$ cat src/rtl/sync_fifo_pkg.sv
// Shared constants and helpers for the flexible synchronous FIFO.
// Read-mode encodings plus a constant function used to size counters and pointers.
package sync_fifo_pkg;

  localparam int FIFO_MODE_STD  = 0;
  localparam int FIFO_MODE_FWFT = 1;

  // Ceiling log2, never less than 1 so a width is always legal.
  function automatic int clog2(input int n);
    int r;
    r = 0;
    while ((1 << r) < n) r++;
    return (r < 1) ? 1 : r;
  endfunction

endpackage

$ cat src/rtl/sync_fifo_flex_if.sv
// Handshake and status bundle between a FIFO user (master) and the FIFO (slave).
interface sync_fifo_flex_if
  import sync_fifo_pkg::*;
#(
  parameter int DATA_WIDTH = 8,
  parameter int DEPTH      = 8
);
  localparam int CW = clog2(DEPTH + 1);

  logic                  wr_en;
  logic [DATA_WIDTH-1:0] data_in;
  logic                  rd_en;
  logic [DATA_WIDTH-1:0] data_out;
  logic                  full;
  logic                  empty;
  logic                  almost_full;
  logic                  almost_empty;
  logic [CW-1:0]         count;
  logic                  overflow;
  logic                  underflow;

  modport master (
    output wr_en, data_in, rd_en,
    input  data_out, full, empty, almost_full, almost_empty, count, overflow, underflow
  );

  modport slave (
    input  wr_en, data_in, rd_en,
    output data_out, full, empty, almost_full, almost_empty, count, overflow, underflow
  );

endinterface

$ cat src/rtl/sync_fifo_flex_ram.sv
// FIFO storage: DEPTH x DATA_WIDTH, one synchronous write port, one asynchronous read port.
// Latency: write lands at the clock edge, read is combinational from the address.
// Backpressure: none; the caller only asserts we for accepted writes.
module sync_fifo_flex_ram #(
  parameter int DATA_WIDTH = 8,
  parameter int DEPTH      = 8,
  parameter int AW         = 3
) (
  input  logic                  clk,
  input  logic                  we,
  input  logic [AW-1:0]         waddr,
  input  logic [DATA_WIDTH-1:0] wdata,
  input  logic [AW-1:0]         raddr,
  output logic [DATA_WIDTH-1:0] rdata
);

  logic [DATA_WIDTH-1:0] mem [DEPTH];

  always_ff @(posedge clk) begin
    if (we) mem[waddr] <= wdata;
  end

  assign rdata = mem[raddr];

endmodule

$ cat src/rtl/sync_fifo_flex.sv
// Synchronous FIFO with any depth >= 2, optional first-word fall-through and sticky error flags.
// Latency: standard mode data_out one cycle after an accepted read; FWFT shows the head word combinationally.
// Backpressure: writes while full are dropped unless a read is accepted the same cycle; reads while empty are dropped.
module sync_fifo_flex
  import sync_fifo_pkg::*;
#(
  parameter int DATA_WIDTH    = 8,
  parameter int DEPTH         = 8,
  parameter int FWFT          = FIFO_MODE_STD,
  parameter int AFULL_THRESH  = DEPTH - 1,
  parameter int AEMPTY_THRESH = 1
) (
  input logic             clk,
  input logic             rst,
  sync_fifo_flex_if.slave fifo
);

  localparam int CW = clog2(DEPTH + 1);
  localparam int PW = clog2(DEPTH);
  localparam logic [PW-1:0] PTR_LAST = PW'(DEPTH - 1);
  localparam logic [CW-1:0] CNT_FULL = CW'(DEPTH);
  localparam logic [CW-1:0] CNT_AF   = CW'(AFULL_THRESH);
  localparam logic [CW-1:0] CNT_AE   = CW'(AEMPTY_THRESH);

  if (DEPTH < 2) begin : g_bad_depth
    $error("sync_fifo_flex: DEPTH must be at least 2");
  end
  if (AFULL_THRESH < 1 || AFULL_THRESH > DEPTH) begin : g_bad_afull
    $error("sync_fifo_flex: AFULL_THRESH must be in 1..DEPTH");
  end
  if (AEMPTY_THRESH < 0 || AEMPTY_THRESH > DEPTH - 1) begin : g_bad_aempty
    $error("sync_fifo_flex: AEMPTY_THRESH must be in 0..DEPTH-1");
  end

  logic [PW-1:0]         wr_ptr_q;
  logic [PW-1:0]         rd_ptr_q;
  logic [CW-1:0]         count_q;
  logic [DATA_WIDTH-1:0] dout_q;
  logic                  overflow_q;
  logic                  underflow_q;
  logic [DATA_WIDTH-1:0] ram_rdata;
  logic                  full;
  logic                  empty;
  logic                  rd_acc;
  logic                  wr_acc;

  // Non-power-of-two depths need an explicit wrap, not natural rollover.
  function automatic logic [PW-1:0] ptr_next(input logic [PW-1:0] p);
    return (p == PTR_LAST) ? '0 : p + 1'b1;
  endfunction

  assign full   = (count_q == CNT_FULL);
  assign empty  = (count_q == '0);
  assign rd_acc = fifo.rd_en && !empty;
  assign wr_acc = fifo.wr_en && (!full || rd_acc);

  sync_fifo_flex_ram #(
    .DATA_WIDTH (DATA_WIDTH),
    .DEPTH      (DEPTH),
    .AW         (PW)
  ) u_ram (
    .clk   (clk),
    .we    (wr_acc),
    .waddr (wr_ptr_q),
    .wdata (fifo.data_in),
    .raddr (rd_ptr_q),
    .rdata (ram_rdata)
  );

  always_ff @(posedge clk) begin
    if (rst) begin
      wr_ptr_q    <= '0;
      rd_ptr_q    <= '0;
      count_q     <= '0;
      dout_q      <= '0;
      overflow_q  <= 1'b0;
      underflow_q <= 1'b0;
    end else begin
      if (wr_acc) wr_ptr_q <= ptr_next(wr_ptr_q);
      if (rd_acc) rd_ptr_q <= ptr_next(rd_ptr_q);
      case ({wr_acc, rd_acc})
        2'b10:   count_q <= count_q + 1'b1;
        2'b01:   count_q <= count_q - 1'b1;
        default: count_q <= count_q;
      endcase
      if (FWFT == FIFO_MODE_STD && rd_acc) dout_q <= ram_rdata;
      if (fifo.wr_en && !wr_acc) overflow_q  <= 1'b1;
      if (fifo.rd_en && !rd_acc) underflow_q <= 1'b1;
    end
  end

  assign fifo.data_out     = (FWFT == FIFO_MODE_FWFT) ? ram_rdata : dout_q;
  assign fifo.full         = full;
  assign fifo.empty        = empty;
  assign fifo.almost_full  = (count_q >= CNT_AF);
  assign fifo.almost_empty = (count_q <= CNT_AE);
  assign fifo.count        = count_q;
  assign fifo.overflow     = overflow_q;
  assign fifo.underflow    = underflow_q;

endmodule

$ cat src/flat_wrapper.sv
// flat-port wrapper written by rule: the top's interface ports become plain ports
module sync_fifo_flex_flat import sync_fifo_pkg::*;
#(
  parameter int DATA_WIDTH    = 8,
  parameter int DEPTH         = 8,
  parameter int FWFT          = FIFO_MODE_STD,
  parameter int AFULL_THRESH  = DEPTH - 1,
  parameter int AEMPTY_THRESH = 1
)
  (clk, rst, fifo_wr_en, fifo_data_in, fifo_rd_en, fifo_data_out, fifo_full, fifo_empty, fifo_almost_full, fifo_almost_empty, fifo_count, fifo_overflow, fifo_underflow);
  sync_fifo_flex_if #(.DATA_WIDTH(DATA_WIDTH), .DEPTH(DEPTH)) fifo_i ();
  input logic clk;
  input logic rst;
  input wire logic [$bits(fifo_i.wr_en)-1:0] fifo_wr_en;
  input wire logic [$bits(fifo_i.data_in)-1:0] fifo_data_in;
  input wire logic [$bits(fifo_i.rd_en)-1:0] fifo_rd_en;
  output wire logic [$bits(fifo_i.data_out)-1:0] fifo_data_out;
  output wire logic [$bits(fifo_i.full)-1:0] fifo_full;
  output wire logic [$bits(fifo_i.empty)-1:0] fifo_empty;
  output wire logic [$bits(fifo_i.almost_full)-1:0] fifo_almost_full;
  output wire logic [$bits(fifo_i.almost_empty)-1:0] fifo_almost_empty;
  output wire logic [$bits(fifo_i.count)-1:0] fifo_count;
  output wire logic [$bits(fifo_i.overflow)-1:0] fifo_overflow;
  output wire logic [$bits(fifo_i.underflow)-1:0] fifo_underflow;
  assign fifo_i.wr_en = fifo_wr_en;
  assign fifo_i.data_in = fifo_data_in;
  assign fifo_i.rd_en = fifo_rd_en;
  assign fifo_data_out = fifo_i.data_out;
  assign fifo_full = fifo_i.full;
  assign fifo_empty = fifo_i.empty;
  assign fifo_almost_full = fifo_i.almost_full;
  assign fifo_almost_empty = fifo_i.almost_empty;
  assign fifo_count = fifo_i.count;
  assign fifo_overflow = fifo_i.overflow;
  assign fifo_underflow = fifo_i.underflow;
  sync_fifo_flex #(.DATA_WIDTH(DATA_WIDTH), .DEPTH(DEPTH), .FWFT(FWFT), .AFULL_THRESH(AFULL_THRESH), .AEMPTY_THRESH(AEMPTY_THRESH)) u_core (.clk(clk), .rst(rst), .fifo(fifo_i));
endmodule
$ cat config.mk
export PLATFORM = sky130hd
export DESIGN_NAME = sync_fifo_flex_flat
export DESIGN_NICKNAME = d
export VERILOG_FILES = /design/src/rtl/sync_fifo_pkg.sv /design/src/rtl/sync_fifo_flex_if.sv /design/src/rtl/sync_fifo_flex_ram.sv /design/src/rtl/sync_fifo_flex.sv /design/src/flat_wrapper.sv
export SDC_FILE = /design/constraint.sdc
export NUM_CORES = 1
export LEC_CHECK = 0
export ABC_CLOCK_PERIOD_IN_PS = 5800
export CORE_MARGIN = 4
export CORE_UTILIZATION = 61
export CTS_BUF_LIST = sky130_fd_sc_hd__clkbuf_4 sky130_fd_sc_hd__clkbuf_8 sky130_fd_sc_hd__clkbuf_16
export CTS_CLUSTER_SIZE = 12
export DETAILED_ROUTE_END_ITERATION = 6
export PLACE_DENSITY = 0.95
export RECOVER_POWER = 25
export SLEW_MARGIN = 20
export SYNTH_ARGS = -nofsm -noshare
export SYNTH_HDL_FRONTEND = slang
export SYNTH_SLANG_ARGS = --single-unit
$ cat constraint.sdc
create_clock -name clk -period 5.8 [get_ports clk]
set_clock_uncertainty 0.2 [all_clocks]
set_input_delay 1.16 -clock clk [delete_from_list [all_inputs] [get_ports clk]]
set_output_delay 1.16 -clock clk [all_outputs]
set_load 0.02 [all_outputs]
==> results of run 1 <==
[kinds of logic after synthesis]
family	after synthesis	share of synthesized area (%)
flops	84	68.44
simple gates	43	7.633
compound gates	38	8.555
mux	34	10.03
buf+inv	12	1.622
fa+ha+maj	8	2.950
xor+xnor	3	0.7745
[report_power, final]
group	leakage, nW	switching [mW]	internal (mW)
combinational	0.497	0.196	0.200
clock	0.0995	0.210	0.214
sequential	0.745	0.0753	0.691
[worst paths after layout]
kind	start	to	slack [ns]	depth (start not counted)
worst max-delay path	u_core.fifo.count[1]	fifo_empty	2.36	4
worst min-delay path	u_core.fifo.data_out[4]	u_core.fifo.data_out[4]	0.27	1
worst max register to register	u_core.fifo.count[0]	u_core.fifo.count[3]	3.04	10
worst min register to register	u_core.fifo.data_out[4]	u_core.fifo.data_out[4]	0.27	1
[per-layer routing]
metal / up-vias / part of all wire [%]
met5: - / 0
met4: 0 / 0.96
met3: 9 / 8.3
met2: 77 / 49
met1: 974 / 42
li1: 927 / -
[placed cells by master (no fill, tap or decap), types with 2 or more instances in the layout]
cell type / n
nand2b_1: 2
ha_1: 8
nor3_1: 3
nor2b_1: 3
or3_1: 2
clkdlybuf4s50_1: 23
xor2_1: 2
a32o_1: 8
clkbuf_8: 10
inv_1: 3
dfxtp_1: 19
edfxtp_1: 64
dlygate4sd3_1: 6
mux2i_1: 34
nand2_1: 7
a22oi_1: 16
nor2_1: 12
inv_6: 2
nor3_2: 2
clkinvlp_4: 2
a21oi_1: 9
[layout make-up]
cell class              instances  area [µm²]  share of cell area, %
well taps                      70       87.58                  2.212
inverters                       4       15.01                 0.3793
clock inverters                 6       71.32                  1.802
flip-flops and latches         84        2323                  58.69
repair buffers                 30       297.8                  7.522
clock buffers                  10       137.6                  3.477
multi-input cells             126        1026                  25.92
[sequential cells by signal, summed over array words and instances, names as in the netlist]
register,count
u_core.fifo.underflow,1
u_core.wr_ptr_q,3
u_core.rd_ptr_q,3
u_core.u_ram.mem,64
u_core.fifo.overflow,1
u_core.fifo.count,4
u_core.fifo.data_out,8
[metrics by stage]
stage          power (mW)  utilization (%)  cells  setup WS [ns]  area, µm²
2_1_floorplan       1.022                -    222          3.062       3393
3_3_place_gp        1.157            71.40    314          2.323       3740
3_5_place_dp        1.176            71.40    314          2.145       3740
4_1_cts             1.594            75.39    330          2.364       3949
5_1_grt             1.661            75.59    330          2.267       3959
6_report            1.587            75.59    330          2.362       3959
==> impl_metrics.tcl, run 1 <==
set metrics [dict create \
    status "completed" \
    die-area_um2 6820 \
    start_util_pct 64.79 \
    min_period_ns 3.438 \
    cts-root-buf "clkbuf_8" \
    wl_per_cell_um 19.95 \
    gp_congestion 0.7464 \
    timing.fmax_mhz 290.9 \
    core_area_um2 5238 \
    met2_usage_pct 34.29 \
    grt.busiest_layer "met2" \
    clk_latency_ns 0.34 \
    slew_viol_final 0 \
    power.leakage_nw 1.342 \
    setup_tns_ns 0 \
    drc_errors 0 \
    cts_buffers 9 \
    grt_antenna_before_repair 0 \
    syn_to_final_growth_pct 16.67 \
    ys_ff_latch 84 \
    slowest_delay_ns 0.65 \
    track_usage_pct 21.94 \
    worst_slew_pin_slew_ns 1.065 \
    initialDrtViolationCount 163 \
    worstSetupStartpointType "flop" \
    pin_count 30 \
    hold_viol_final 0 \
    hold_path.class "reg2reg" \
    yosys.area.top_type "edfxtp_1" \
    routed_wl_um 6582 \
    syn_avg_cell_area_um2 15.28 \
    drive_gt1_share_pct 11.15 \
    syn_area_um2 3393 \
    critical_path_buf_inv_count 2 \
    critical_path_class "reg2out" \
    cts_hold_buf 0 \
    syn_nets 242 \
    vdd_ir_drop_max_mv 0.3318 \
    cts_setup_buffers 0 \
    synth_warnings 0 \
    antenna_cells 0 \
    rows 26 \
    crit_arrival_ns 2.08 \
    cts.path.max_buffers 2 \
    htree_num_levels 3 \
    clock-sinks 84 \
    ys_types 38 \
    dr.pass1.iters 4 \
    die_h_um 82.59 \
    grt_overflow 0 \
    slew_headroom_pct 28.43 \
    grt_pass1_vias 1964 \
    setup_viol 0 \
    required_ns 4.44 \
    synth_flop_cell "edfxtp_1" \
    viasPerCell 6.021 \
    yosysSeqAreaShare_pct 68.44 \
    synth_edf_count 64 \
    grt_util_met3_pct 5.423 \
    synth_area_leaders "edfxtp_1, dfxtp_1, mux2i_1, a22oi_1, ha_1" \
    power_density_nw_per_um2 400.9 \
    use_met1_pct 30.70 \
    fin_crit_sh_pct 59.27 \
    fin_hold_ws_ns 0.2732 \
    synth.most_common_cell "edfxtp_1" \
    worstPathMaxFanout 5 \
    grt_max_degree 36 \
    synth_top_area_share_pct 56.64 \
    path_clk_slew_ns 0.09 \
    path_cells "inv_1 > ha_1 > nor3b_2 > clkdlybuf4s50_1" \
    cap_violations 0 \
    async_flop_share_pct 0 \
    critPathSlowestCell "clkdlybuf4s50_1" \
    synthTopCellsByCount "edfxtp_1, mux2i_1, dfxtp_1" \
    port_buffers 29 \
    grt_first_pass_wirelength_um 10500 \
    ant_nets 0 \
    end_kind "primary output" \
    synthCells 222 \
    filler_cell_count 310 \
    nets 275 \
    dpl.hpwl_um 4532 \
    cts_tree "yes" \
    via_count 1987 \
    path_delay_family "buffers and inverters" \
    cts_resized 0 \
    grt_setup_unrepaired "false" \
    die_width_um 82.59 \
]
Note: power is estimated with default switching activity, not from simulation.
==> inputs of run 2 (changes only) <==
ABC_CLOCK_PERIOD_IN_PS = 3500   (was 5800)
CORE_UTILIZATION = 57   (was 61)
PLACE_DENSITY = 0.9   (was 0.95)
clock period = 3.5 ns   (was 5.8 ns; I/O delays follow)
==> run 2 against run 1 <==
Cell count up 2.7%. Flip-flop and latch count unchanged. Die area up 6.3%. Clock power up 67%. Sequential share of layout area down 0.59 points. Core utilization down 4.7 points. Count of clock-buffer cells in the layout down 1. Critical path depth unchanged. Worst hold slack worse by 0.0024 ns. Routed wire length up 2.9%. Setup slack worse by 1.8 ns.
==> impl_metrics.tcl, run 2 (synthesis gave the netlist of run 1 again) <==
set metrics [dict create \
    status "completed" \
    hold_viol_final 0 \
    use_met1_pct 25.91 \
    pre_cts_slack_ns 0.4854 \
    seq_power_share_pct 48.2 \
    reg2reg_to "u_core.fifo.count[3]" \
    p_sw_mw 0.8223 \
    setup_viol 0 \
    finalNonFillerCells 339 \
    met2_usage_pct 31.21 \
    placed_cells 323 \
    hp-start "u_core.fifo.overflow" \
    track_usage_pct 19.65 \
    htree_num_levels 3 \
    path_clk_slew_ns 0.08 \
    wl_per_cell_um 19.98 \
    r2r-start "u_core.fifo.count[0]" \
    cap_violations 0 \
    dpl.hpwl_um 4188 \
    layout_common_cells "edfxtp_1, mux2i_1, clkdlybuf4s50_1, dfxtp_1, a22oi_1" \
    largest-register "u_core.u_ram.mem" \
    clockPowerShare_pct 26.8 \
    routed_wl_um 6772 \
    power_density_nw_per_um2 660.1 \
    worstPathMaxFanout 5 \
    drive_gt1_share_pct 12.73 \
    die_width_um 85.16 \
    clock-sinks 84 \
    antenna_cells 0 \
    cts_setup_buffers 0 \
    die-area_um2 7251 \
    cts_resized 0 \
    ant_nets 0 \
    hold_path.class "reg2reg" \
    required_ns 2.60 \
    timing.fmax_mhz 344.0 \
    min_to "u_core.fifo.overflow" \
    grt_pass1_vias 2018 \
    rows 27 \
    end_kind "primary output" \
    grt.busiest_layer "met2" \
    whs_path_depth 2 \
    slew_headroom_pct 29.37 \
    layout_setup_ws_ns 0.5933 \
    power.leakage_nw 1.377 \
    via_count 2042 \
    cts_buffers 9 \
    worstRegToRegCells 10 \
    critical_path_class "reg2out" \
    cts_tree "yes" \
    cts.path.max_buffers 2 \
    layout_commonest_cell "edfxtp_1" \
    syn_to_final_growth_pct 17.85 \
    p_sw_share_pct 31.15 \
    core_area_um2 5642 \
    crit_arrival_ns 2.01 \
    fin_crit_sh_pct 83.05 \
    min_period_ns 2.907 \
    cts-root-buf "clkbuf_8" \
    grt_util_met3_pct 3.883 \
    gp_congestion 0.8483 \
    vdd_ir_drop_max_mv 0.4181 \
    cts_hold_buf 0 \
    viasPerCell 6.024 \
    nets 282 \
    grt_setup_unrepaired "false" \
    r2r_slack_ns 0.75 \
    largest_reg_flops 64 \
    port_buffers 29 \
    start_util_pct 60.15 \
    p_total_mw 2.640 \
    drc_errors 0 \
    dr.pass1.iters 5 \
    die_h_um 85.16 \
    grt_first_pass_wirelength_um 10590 \
    cell_internal_pwr_mw 1.817 \
    grt_max_degree 36 \
    grt_antenna_before_repair 0 \
    initialDrtViolationCount 154 \
    cp-startpoint "u_core.fifo.count[1]" \
    worstSetupStartpointType "flop" \
    worst_slew_pin_slew_ns 1.059 \
    clk_latency_ns 0.34 \
    setup_tns_ns 0 \
    pwr-share-comb_pct 25.0 \
    grt_overflow 0 \
    slew_viol_final 0 \
    pin_count 30 \
]
-- run 2: cell types whose count changed in the layout (fill, tap and decap cells not counted), sizes merged --
cell,change
clkbuf,-1
clkinvlp,-1
buf,+7
clkinv,+1
inv,+1
-- run 2: power by group through the flow --
| stage | clock (mW) | sequential [mW] | combinational (mW) |
|---|---|---|---|
| 5_1_grt | 0.761 | 1.28 | 0.706 |
| 3_3_place_gp | 0 | 1.29 | 0.636 |
| 3_5_place_dp | 0 | 1.29 | 0.653 |
| 2_1_floorplan | 0 | 1.27 | 0.424 |
| 6_report | 0.706 | 1.27 | 0.660 |
| 4_1_cts | 0.712 | 1.27 | 0.664 |
-- run 2: cell type report --
| type | count | area, µm² |
|---|---|---|
| well taps | 72 | 90.09 |
| clock inverters | 7 | 80.08 |
| clock buffers | 9 | 123.9 |
| flip-flops and latches | 84 | 2323 |
| repair buffers | 37 | 350.3 |
| multi-input cells | 126 | 1016 |
| inverters | 4 | 15.01 |
| fillers | 332 | 1643 |
-- run 2: worst max path at each step --
stage	to	slack, ns	cells past startpoint
final	fifo_empty	0.59	4
after global routing	fifo_empty	0.48	4
after CTS	fifo_empty	0.57	4
after detailed placement	u_core.fifo.count[3]	0.49	7
after global placement	u_core.fifo.count[3]	0.52	7
after floorplan	u_core.fifo.count[3]	0.83	10
-- run 2: stage by stage --
step           hold slack [ns]  util, %  instance area (µm²)
6_report                0.2708    70.88                 3999
5_1_grt                 0.2905    70.88                 3999
4_1_cts                 0.2772    70.88                 3999
3_5_place_dp            0.2585    67.27                 3795
3_3_place_gp            0.2549    67.27                 3795
2_1_floorplan           0.2764        -                 3393
-- run 2: worst max-delay path: stages, from the launching register on --
cell	delay, ns
dfxtp_1	0.36
inv_1	0.11
ha_1	0.28
nor3b_2	0.27
clkdlybuf4s50_1	0.65
-- run 2: metal layers --
metal	part of all wire, %	vias up
met3	6.0	12
met1	41	1000
met2	51	88
met4	2.1	0
li1	-	942
met5	0	-
==> inputs of run 3 (changes only) <==
ABC_CLOCK_PERIOD_IN_PS = 2800   (was 3500)
clock period = 2.8 ns   (was 3.5 ns; I/O delays follow)
==> run 3 against run 2 <==
Sequential share of layout area down 0.11 points. Final area up 0.19%. First-iteration DRC count up 29%. Critical endpoint is now fifo_full. Largest cell class unchanged. Largest power group unchanged.
==> impl_metrics.tcl, run 3 (synthesis gave the netlist of run 1 again) <==
set metrics [dict create \
    status "completed" \
    die_width_um 85.16 \
    syn_to_final_growth_pct 18.07 \
    grt_overflow 0 \
    layout_commonest_cell "edfxtp_1" \
    power_density_nw_per_um2 787.7 \
    crit_arrival_ns 1.90 \
    grt_pass1_vias 2167 \
    multiInputGateArea_um2 1016 \
    routed_wl_um 6649 \
    drc_errors 0 \
    filler_cell_count 362 \
    dr.pass1.iters 5 \
    worst_slew_pin_slew_ns 0.7258 \
    antenna_cells 0 \
    gp_congestion 0.7888 \
    critPathSlowestCell "clkdlybuf4s50_1" \
    regArea_um2 2323 \
    pin_count 30 \
    dpl.hpwl_um 4401 \
    grt_setup_unrepaired "false" \
    slew_headroom_pct 51.51 \
    power.leakage_nw 1.400 \
    cts.path.max_buffers 2 \
    grt_first_pass_wirelength_um 10570 \
    grt_max_degree 30 \
    min_period_ns 2.664 \
    critical_path_class "reg2out" \
    hold_viol_final 0 \
    via_count 2034 \
    setup_viol 0 \
    die-area_um2 7251 \
    cts_setup_buffers 0 \
    r2r_slack_ns 0.21 \
    clk_latency_ns 0.35 \
    setup_tns_ns 0 \
    ant_nets 0 \
    worstPathMaxFanout 5 \
    crit_path_frequent_cell "inv_1" \
    slowest_delay_ns 0.60 \
    path_delay_family "buffers and inverters" \
    path_cells "inv_1 > ha_1 > nand3b_4 > inv_1 > clkdlybuf4s50_1" \
    die_h_um 85.16 \
    port_buffers 29 \
    cts_hold_buf 0 \
    viasPerCell 5.913 \
    fin_hold_ws_ns 0.2751 \
    track_usage_pct 19.81 \
    clock-sinks 84 \
    layout_common_cells "edfxtp_1, mux2i_1, clkdlybuf4s50_1, dfxtp_1, a22oi_1" \
    path_clk_slew_ns 0.08 \
    slew_viol_final 0 \
    vdd_ir_drop_max_mv 0.5173 \
    hold_path.class "reg2reg" \
    timing.fmax_mhz 375.4 \
    initialDrtViolationCount 199 \
    nets 287 \
    cts_buffers 9 \
    fin_crit_sh_pct 95.14 \
    htree_num_levels 3 \
    rows 27 \
    cts-root-buf "clkbuf_8" \
    largest_reg_flops 64 \
    cap_violations 0 \
    grt_antenna_before_repair 0 \
    wl_per_cell_um 19.33 \
    largest-register "u_core.u_ram.mem" \
    start_util_pct 60.15 \
    drive_gt1_share_pct 13.97 \
    worstSetupStartpointType "flop" \
    core_area_um2 5642 \
    critical_path_buf_inv_count 3 \
    end_kind "primary output" \
    required_ns 2.04 \
    cts_tree "yes" \
]
-- run 3: cell types whose count changed in the layout (fill, tap and decap cells not counted) --
cell             delta
dlygate4sd2_1       +1
clkbuf_4            +3
dlymetal6s2s_1      +1
clkinvlp_4          -1
buf_4               +5
clkinv_1            +1
inv_8               -1
clkdlybuf4s50_1     -2
inv_6               -2
bufinv_16           -1
clkinv_4            +1
-- run 3: final cells by class --
class | count | share of cell area (%)
sequential | 84 | 58.00
multi-input combinational | 126 | 25.36
timing repair buffer | 42 | 9.713
clock buffer | 12 | 3.654
tap | 72 | 2.249
clock inverter | 4 | 0.6558
inverter | 4 | 0.3748
-- run 3: worst register-to-register path, stage by stage, from the launching register on --
cell	delay [ns]
dfxtp_1	0.36
inv_1	0.11
ha_1	0.27
nor3b_2	0.31
nand2b_4	0.19
inv_2	0.07
ha_1	0.19
buf_4	0.14
mux2i_1	0.12
or3_2	0.43
a21oi_1	0.15
-- run 3: routing by layer --
layer | track usage (%) | vias to the layer above | share of wire, %
met5 | 0 | - | 0
met2 | 33.90 | 80 | 52
met4 | 7.194 | 0 | 2.3
met1 | 23.04 | 981 | 37
li1 | - | 956 | -
met3 | 6.893 | 17 | 8.5
-- run 3: report_power, final --
group,internal [mW],switching [mW]
Sequential,1.43,0.0835
Clock,0.350,0.389
Combinational,0.417,0.484
-- run 3: worst paths after layout --
kind / from / endpoint / depth (start not counted)
worst max-delay path: u_core.fifo.count[1] / fifo_full / 5
worst min-delay path: u_core.fifo.data_out[7] / u_core.fifo.data_out[7] / 1
worst max register to register: u_core.fifo.count[1] / u_core.fifo.count[2] / 10
worst min register to register: u_core.fifo.data_out[7] / u_core.fifo.data_out[7] / 1
-- run 3: per-stage QoR --
stage                     total power [mW]  std cells  util [%]  setup WS (ns)  instance area (µm²)
final                                3.156        344     71.01         0.1362                 4006
after global routing                 3.309        344     71.01        0.01295                 4006
after CTS                            3.179        344     70.97        0.09348                 4004
after detailed placement             2.457        328     67.93        0.09503                 3832
after global placement               2.415        328     67.93         0.1651                 3832
after floorplan                      2.118        222         -         0.1277                 3393
-- run 3: repair_timing --
| action | in CTS | in global routing |
|---|---|---|
| pin swaps | 0 | 0 |
| gates resized for setup | 1 | 1 |
| endpoints found under the setup margin | 1 | 1 |
